===== src/rtl/uart_cmd_ctrl.sv =====
// Byte-command sequencer: parses UART commands, commits glitch delay/width config,
// pulses arm, and hands one response byte per command to the transmitter (valid/ready).
module uart_cmd_ctrl #(
  parameter int unsigned TIMEOUT_CLKS = 5_000_000,
  parameter logic [15:0] DELAY_RST    = 16'd0,
  parameter logic [7:0]  WIDTH_RST    = 8'd1
) (
  input  logic        clk,
  input  logic        rst,
  input  logic [7:0]  rx_data_i,
  input  logic        rx_valid_i,
  output logic [7:0]  tx_data_o,
  output logic        tx_valid_o,
  input  logic        tx_ready_i,
  input  logic [7:0]  status_i,
  output logic [15:0] delay_o,
  output logic [7:0]  width_o,
  output logic        arm_o,
  output logic        busy_o
);

  localparam int unsigned TW = $clog2(TIMEOUT_CLKS + 1);
  localparam logic [TW-1:0] TMAX = TW'(TIMEOUT_CLKS);

  localparam logic [7:0] CMD_DELAY   = 8'h64;
  localparam logic [7:0] CMD_WIDTH   = 8'h77;
  localparam logic [7:0] CMD_ARM     = 8'h61;
  localparam logic [7:0] CMD_RESTORE = 8'h72;
  localparam logic [7:0] CMD_STATUS  = 8'h73;
  localparam logic [7:0] RSP_OK      = 8'h6B;
  localparam logic [7:0] RSP_UNKNOWN = 8'h3F;
  localparam logic [7:0] RSP_TIMEOUT = 8'h74;

  typedef enum logic [1:0] {IDLE, PAYLOAD, EXEC, RESP} state_t;

  state_t        state;
  logic [7:0]    opcode;
  logic [1:0]    remaining;
  logic [15:0]   shift;
  logic [TW-1:0] timer;

  assign busy_o = (state != IDLE);

  always_ff @(posedge clk) begin
    if (rst) begin
      state      <= IDLE;
      opcode     <= 8'h00;
      remaining  <= 2'd0;
      shift      <= 16'h0000;
      timer      <= '0;
      delay_o    <= DELAY_RST;
      width_o    <= WIDTH_RST;
      arm_o      <= 1'b0;
      tx_valid_o <= 1'b0;
      tx_data_o  <= 8'h00;
    end else begin
      arm_o <= 1'b0;
      case (state)
        IDLE: begin
          if (rx_valid_i) begin
            opcode <= rx_data_i;
            case (rx_data_i)
              CMD_DELAY, CMD_WIDTH: begin
                state     <= PAYLOAD;
                remaining <= (rx_data_i == CMD_DELAY) ? 2'd2 : 2'd1;
                shift     <= 16'h0000;
                timer     <= '0;
              end
              CMD_ARM, CMD_RESTORE, CMD_STATUS: state <= EXEC;
              default: begin
                tx_data_o  <= RSP_UNKNOWN;
                tx_valid_o <= 1'b1;
                state      <= RESP;
              end
            endcase
          end
        end

        PAYLOAD: begin
          // A byte landing on the timeout cycle still counts as payload.
          if (rx_valid_i) begin
            shift     <= {shift[7:0], rx_data_i};
            remaining <= remaining - 2'd1;
            timer     <= '0;
            if (remaining == 2'd1) state <= EXEC;
          end else begin
            if (timer != TMAX) timer <= timer + TW'(1);
            if (timer >= TMAX - TW'(1)) begin
              tx_data_o  <= RSP_TIMEOUT;
              tx_valid_o <= 1'b1;
              state      <= RESP;
            end
          end
        end

        EXEC: begin
          tx_data_o <= RSP_OK;
          case (opcode)
            CMD_DELAY:   delay_o <= shift;
            CMD_WIDTH:   width_o <= shift[7:0];
            CMD_ARM:     arm_o   <= 1'b1;
            CMD_RESTORE: begin
              delay_o <= DELAY_RST;
              width_o <= WIDTH_RST;
            end
            CMD_STATUS:  tx_data_o <= status_i;
            default: ;
          endcase
          tx_valid_o <= 1'b1;
          state      <= RESP;
        end

        RESP: begin
          if (tx_valid_o && tx_ready_i) begin
            tx_valid_o <= 1'b0;
            state      <= IDLE;
          end
        end

        default: state <= IDLE;
      endcase
    end
  end

endmodule


===== config.mk =====
export PLATFORM = sky130hd
export DESIGN_NAME = uart_cmd_ctrl
export DESIGN_NICKNAME = d
export VERILOG_FILES = /design/src/rtl/uart_cmd_ctrl.sv
export SDC_FILE = /design/constraint.sdc
export NUM_CORES = 1
export LEC_CHECK = 0
export ABC_AREA = 1
export BUFFER_PORTS_ARGS = -buffer_cell sky130_fd_sc_hd__buf_2
export CORE_MARGIN = 5
export CORE_UTILIZATION = 40
export DETAILED_ROUTE_END_ITERATION = 8
export GPL_TIMING_DRIVEN = 0
export PLACE_DENSITY = 0.63
export SLEW_MARGIN = 30
export SYNTH_ARGS = -nofsm -noshare
export SYNTH_HDL_FRONTEND = slang
export SYNTH_SLANG_ARGS = --single-unit

===== constraint.sdc =====
create_clock -name clk -period 1.7 [get_ports clk]
set_input_delay 0.255 -clock clk [delete_from_list [all_inputs] [get_ports clk]]
set_output_delay 0.255 -clock clk [all_outputs]
set_load 0.005 [all_outputs]

== Word level (Yosys, flattened, before mapping) ==
Cells that the tools add are included.

* Add/sub/neg operators: 2
* Multiply operators: 0
* Div/mod/pow operators: 0
* $lt $le $gt $ge: 1
* Equality and inequality tests: 25
* Shifts and indexed selects: 0
* Multiplexer cells: 36
* Bitwise operators: 1
* Reduce and logical (&&, ||, !) cells: 19

{| class="wikitable"
|+ Operators by type and width
! operator !! count
|-
| 23-bit two-way mux || 4
|-
| 8-bit by 7-bit == test with 1-bit output (second input constant) || 10
|-
| 16-bit one-hot mux with 2 select lines || 2
|-
| 16-bit two-way mux || 3
|-
| 23-bit one-hot mux with 2 select lines || 1
|-
| 8-bit two-way mux || 5
|-
| 8-bit one-hot mux with 3 select lines || 1
|-
| 23-bit by 1-bit adder with 23-bit output (second input constant) || 1
|-
| 23-bit greater-or-equal comparator (second input constant) || 1
|-
| 23-bit inequality test (second input constant) || 1
|-
| 2-bit two-way mux || 9
|-
| 8-bit one-hot mux with 2 select lines || 1
|-
| 2-bit inequality test (second input constant) || 6
|-
| 4-bit AND reduction || 3
|-
| 5-bit AND reduction || 2
|-
| 3-bit inequality test (second input constant) || 3
|-
| 2-bit one-hot mux with 2 select lines || 2
|-
| 2-bit one-hot mux with 4 select lines || 1
|-
| 2-bit nonzero test || 4
|-
| 1-bit two-way mux || 6
|-
| 2-bit AND reduction || 3
|-
| 5-bit OR reduction || 1
|-
| 2-bit by 1-bit == test with 1-bit output (second input constant) || 2
|-
| 2-bit == test (second input constant) || 2
|-
| other kinds (9) || 10
|}

* Register bits: 85
* Bits in latches: 0
* Bits in writable memories: 0
* Bits in read-only memories: 0
* Input bits: 20
* Output and inout bits: 35
* Memories: 0

== Logic depth before layout (Yosys ltp) ==
* Word-level depth: 5
* Gate-level depth with buffers: 13
* Gate-level depth less buffers: 12

== Least setup slack after synthesis ==
Ideal clock, no wire load.

* Kind: register to register
* From: register state[1]
* To: register tx_data_o[6]
* Library setup time: 115 ps
* Data arrival time: 1722 ps
* Path slack: -137 ps
* Stages on the path, launching flop included: 13
* Buffers on the path: 2
* Cell sequence: dfxtp_1 inv_1 ha_1 clkbuf_2 inv_1 nor2_1 a21oi_1 nand2_1 nor2_4 buf_4 nand3_1 nand2_1 nor2_1

* Word-level cells in the longest chain between the ends: 3
* Elaborated cells on any way between the ends: 10

{| class="wikitable"
|+ Ends and longest elaborated chain
! what !! line !! text
|-
| start, declared || 36 || <nowiki>state_t state;</nowiki>
|-
| start signal, assigned || 46 || <nowiki>state <= IDLE;</nowiki>
|-
| start signal, assigned || 64 || <nowiki>state <= PAYLOAD;</nowiki>
|-
| start signal, assigned || 69 || <nowiki>CMD_ARM, CMD_RESTORE, CMD_STATUS: state <= EXEC;</nowiki>
|-
| 2-bit by 1-bit == test with 1-bit output (tied with other cells) || 58 || <nowiki>case (state)</nowiki>
|-
| 2-bit inequality test (no line) or 3-bit nonzero test (tied branches) || - ||
|-
| 5-bit AND reduction (no line) || - ||
|-
| end signal, assigned || 106 || <nowiki>CMD_STATUS: tx_data_o <= status_i;</nowiki>
|-
| end, declared || 12 || <nowiki>output logic [7:0] tx_data_o,</nowiki>
|}

Parallel ways exist; a longest one is shown, timed or not.
A chain may end at the register's enable or synchronous reset.

== Worst setup path in the final report ==
* From: register state[1]
* To: register timer[1]

* Word-level cells in the longest chain between the ends: 3
* Elaborated cells on any way between the ends: 8

{| class="wikitable"
|+ Ends and longest elaborated chain
! what !! line !! text
|-
| 2-bit by 1-bit == test with 1-bit output or 2-bit logical NOT (tied branches) || 58 ||
|-
| 3-bit inequality test (no line) (tied with other cells) || - ||
|-
| 4-bit AND reduction (no line) || - ||
|-
| end signal, assigned || 87 || <nowiki>if (timer != TMAX) timer <= timer + TW'(1);</nowiki>
|-
| end, declared || 40 || <nowiki>logic [TW-1:0] timer;</nowiki>
|}

Parallel ways exist; a longest one is shown, timed or not.

==> results.md <==
- The tightest min-delay check is of the input pin to register type.
- The H-tree was split into 3 levels.
- The setup check on the worst reg-to-reg path leaves a slack of -0.05 ns.
- By area the synthesized netlist is led by dfxtp_1 (39%), nand2_1 (13%), nor2_1 (8.7%).
- The post-synthesis to final-layout area growth is 29.8%.
- In the routed design, unresolved DRC markers number 0.
- The first detailed-routing pass ran for 5 iterations.
- The clock tree buffer depth is 2.
- The most numerous cell on the critical path is nor2_1.
- The number of warning messages in the yosys log is 0.
- The horizontal die dimension is 115 um.
- The checks that failed: negative setup slack.
- The later pin in the worst-skew pair is clocked with a latency of 0.37 ns.
- The primary flip-flop cell chosen by synthesis mapping is dfxtp_1.
- The fraction of the mapped netlist area in simple logic gates is 36.2%.
- The worst hold path was traced through 3 stages.
- The share of final-layout standard cells stronger than drive strength 1 is 30.0%.
- The number of pins exceeding their max-slew limit in the final report is 0.
- The post-synthesis mux area share is 0%.
- The detail-routed net length per standard cell is 13.9 um.
- The master of the slowest instance on the critical path is dfxtp_4.
- The count of mapped cells out of synthesis is 663.
- For this configuration, the core starts out at a cell density of 40.7%.
- The count of state elements after synthesis is 85.
- The final core area utilization is 52.8%.
- The number of cells on the worst reg-to-reg path is 12.
- In this design, the stage delay of the slowest critical-path cell is 0.37 ns.
- The detailed router finished its first iteration with 328 violations.
- The average cell area after synthesis is 6.65 um^2.
- The initialized floorplan defines 38 standard-cell rows.
- The post-synthesis adder-cell area fraction is 2.27%.
- The critical path required time is 1.97 ns.
- Counting the fill cells in the layout gives 1,079.
- The number of global-route vias before repair is 4,305.
- In the final layout, flip-flops and latches occupy 0.00173 mm^2.
- Setup repair after global routing could not meet its margin everywhere.
- Setup violations remaining at the end of the flow were counted as 9.
- The startpoint type of the worst setup path is a register.
- The cell sitting at the root of the clock tree is a clkbuf_8.
- The number of hold-slack violations in the final timing report came to 0.
- The worst slack at placement is -0.559 ns.
- In this run, placement finished with an instance count of 855.
- Of the synthesized area, sequential elements account for 38.6%.
- After synthesis the cells add up to 0.00441 mm^2.
- Counting I/O delays and the setup requirement, the final critical path takes 1.75 ns.
- The startpoint-to-endpoint class of the critical path is register to register.
- The HPWL after detailed placement is 8.74 mm.
- The floorplan step defined a core boundary enclosing 0.0108 mm^2.
- The final worst slack is -0.0520 ns.
- The number of nets in the synthesized netlist is 691.
- For this design the static power due to leakage is 2.35 nW.
- The synthesized netlist devotes 13.7% of its cell area to compound gates.
- TritonCTS created 9 clock buffers.
- The clock transition at the registers of the reported paths is 0.10 ns.
- At the end of routability-driven placement, the weighted congestion stood at 0.868.
- After detailed placement, the total cell area comes to 0.00485 mm^2.
- In this run the worst path has a maximum fanout of 6.
- The worst vdd rail ir drop is 0.000657 V.
- Once layout is complete, the cells apart from fillers number 907.
- The total congestion overflow is 0.
- The floorplan step defined a die boundary enclosing 0.0132 mm^2.
- In this run the vertical extent of the chip is 115 um.
- The I/O pin count is 55.
- For the final database, setup skew stands at 0.0114 ns.
- The global-route wire length before repair is 20.1 mm.
- The biggest area contributor in the post-synthesis netlist is dfxtp_1.
- The actual slew at the worst max-slew pin is 0.678 ns.
- In this run the biggest area consumer among cell types represents 38.6% of the synthesized area.
- The multi-input logic area is 0.00261 mm^2.
- By area, the combinational part of the netlist is dominated by simple AND/OR/NAND/NOR gates.
- The power density normalized to cell area is 1230 mW/mm^2.
- The sink count of the clock tree is 85.
- The total power draw is 7.03 mW.
- The signal arrival time at the worst endpoint is 2.02 ns.
- The critical path goes through inv_4 -> ha_4 -> inv_8 -> nor2_4 -> nand4_1 -> nor2_1 -> nor2_1 -> nand2_2 -> buf_6 -> nand2_4 -> o21ai_4 -> nor2_2.
- The final total negative setup slack is -0.279 ns.
- The run finished, with violations left.
- After Yosys synthesis, XOR and XNOR cells account for 0% of the synthesized area.
- Across every metal layer, demand over resource in global routing totals 18.6%.
- The count of max-cap constraint violations is 0.
- The pin count of the biggest net entering global routing is 18.
- The post-route cell area is 0.00572 mm^2.
- The kind of capture point of the worst setup path is a register.
- The final layout contains routed wiring with a total length of 12.6 mm.
- Hold timing on the final database bottoms out at a slack of 0.180 ns.
- The achievable frequency is 571 MHz.
- The number of unique standard cell types used by synthesis is 40.
- The number of nets at the end of the flow is 790.
- TritonCTS built the clock tree.
- In the synthesized netlist the async set-or-reset flop fraction comes to 0%.
- In this run, synthesis inferred 0 flip-flops with an integrated enable.
- The part of the cycle the worst path needs is 103%.
- Measured against its own limit, the worst slew margin works out to 54.8%.
- The initial antenna violation count is 0.
- The diode insertion count for antenna repair is 0.
- Port buffering added 52 buffers.
- Using the TritonRoute via totals, the vias-per-cell ratio works out to 5.12.
- In this run the remaining antenna-violating nets after routing total 0.
- The via count is 4,642.
- In this run, post-CTS hold repair placed 0 buffers.
cells in the mapped netlist (2+ instances only):
library cell / n
a21oi_1: 66
a21oi_4: 2
buf_2: 3
buf_4: 8
clkbuf_1: 11
dfxtp_1: 85
ha_1: 8
inv_1: 61
inv_2: 6
nand2_1: 151
nand2_2: 2
nand3_1: 63
nand3_2: 2
nand3b_1: 6
nand4_1: 13
nor2_1: 102
nor2_2: 3
nor3_1: 9
nor3b_1: 2
o21ai_0: 35
o21ai_1: 2
o21bai_1: 2
or2_2: 4
worst max-delay path, delay by kind of cell, from the launching register on:
kind,cells,cell delay [ns]
flip-flops,1,0.37
AND/OR/NAND/NOR,7,0.74
AO/OA/AOI/OAI,1,0.06
buffers and inverters,3,0.28
adder cells (fa/ha/maj),1,0.18
cells by family (layout without fill, tap and decap cells):
kind of cell | after synthesis | in the layout
AOI/OAI and AO/OA | 112 | 112
buffers and inverters | 94 | 198
and+or+nand+nor | 364 | 364
adders and majority gates | 8 | 8
DFF | 85 | 85
worst paths after layout:
path,end,from
worst min register to register,width_o[3],width_o[3]
worst max register to register,timer[1],state[1]
worst max-delay path,timer[1],state[1]
worst min-delay path,shift[4],rx_data_i[4]
sequential cells by signal (all words and copies together) (netlist names):
signal / flops
timer: 23
delay_o: 16
shift: 16
opcode: 8
tx_data_o: 8
width_o: 8
remaining: 2
state: 2
arm_o: 1
tx_valid_o: 1
metal layers:
layer  wire, um  track usage [%]
met5          0                0
met2       6070             31.5
met4        233             6.10
met3        603             2.95
met1       5700             24.2
placed cells by master, fill, tap and decap left out, types with 4 or more instances in the layout:
cell type / count
inv_2: 12
nor3_2: 4
clkbuf_1: 8
buf_4: 36
nand3_1: 55
buf_6: 12
nor2_2: 6
dfxtp_2: 8
nand4_1: 13
a21oi_1: 55
clkbuf_8: 9
dfxtp_4: 4
nor2_4: 5
buf_2: 52
nor2_1: 95
a21oi_2: 12
o21ai_2: 4
inv_1: 49
nand3_2: 9
or2_2: 4
nand3b_1: 6
inv_4: 4
o21ai_0: 29
nand2_1: 131
nand2_2: 16
dfxtp_1: 73
nand2_4: 6
inv_8: 4
ha_1: 4
nor3_1: 5
final cells by class:
class	instances	area share, %
well taps	140	3.06
repair buffers	91	9.93
inverters	68	4.86
clock inverters	7	1.16
clock buffers	9	2.17
multi-input cells	484	45.6
flip-flops and latches	85	30.2
plain buffers	23	3.00
where the power goes:
| part | switching, mW | internal [mW] | total [mW] |
|---|---|---|---|
| Clock | 0.860 | 0.569 | 1.43 |
| Sequential | 0.160 | 2.23 | 2.39 |
| Combinational | 1.83 | 1.38 | 3.22 |
timing repair:
action,CTS,global route
endpoints found under the hold margin,0,0
pin swaps,15,33
cloned,3,0
gates resized for setup,43,95
setup endpoints to repair,65,65
buffers inserted,17,19
Note: power is estimated with default switching activity, not from simulation.
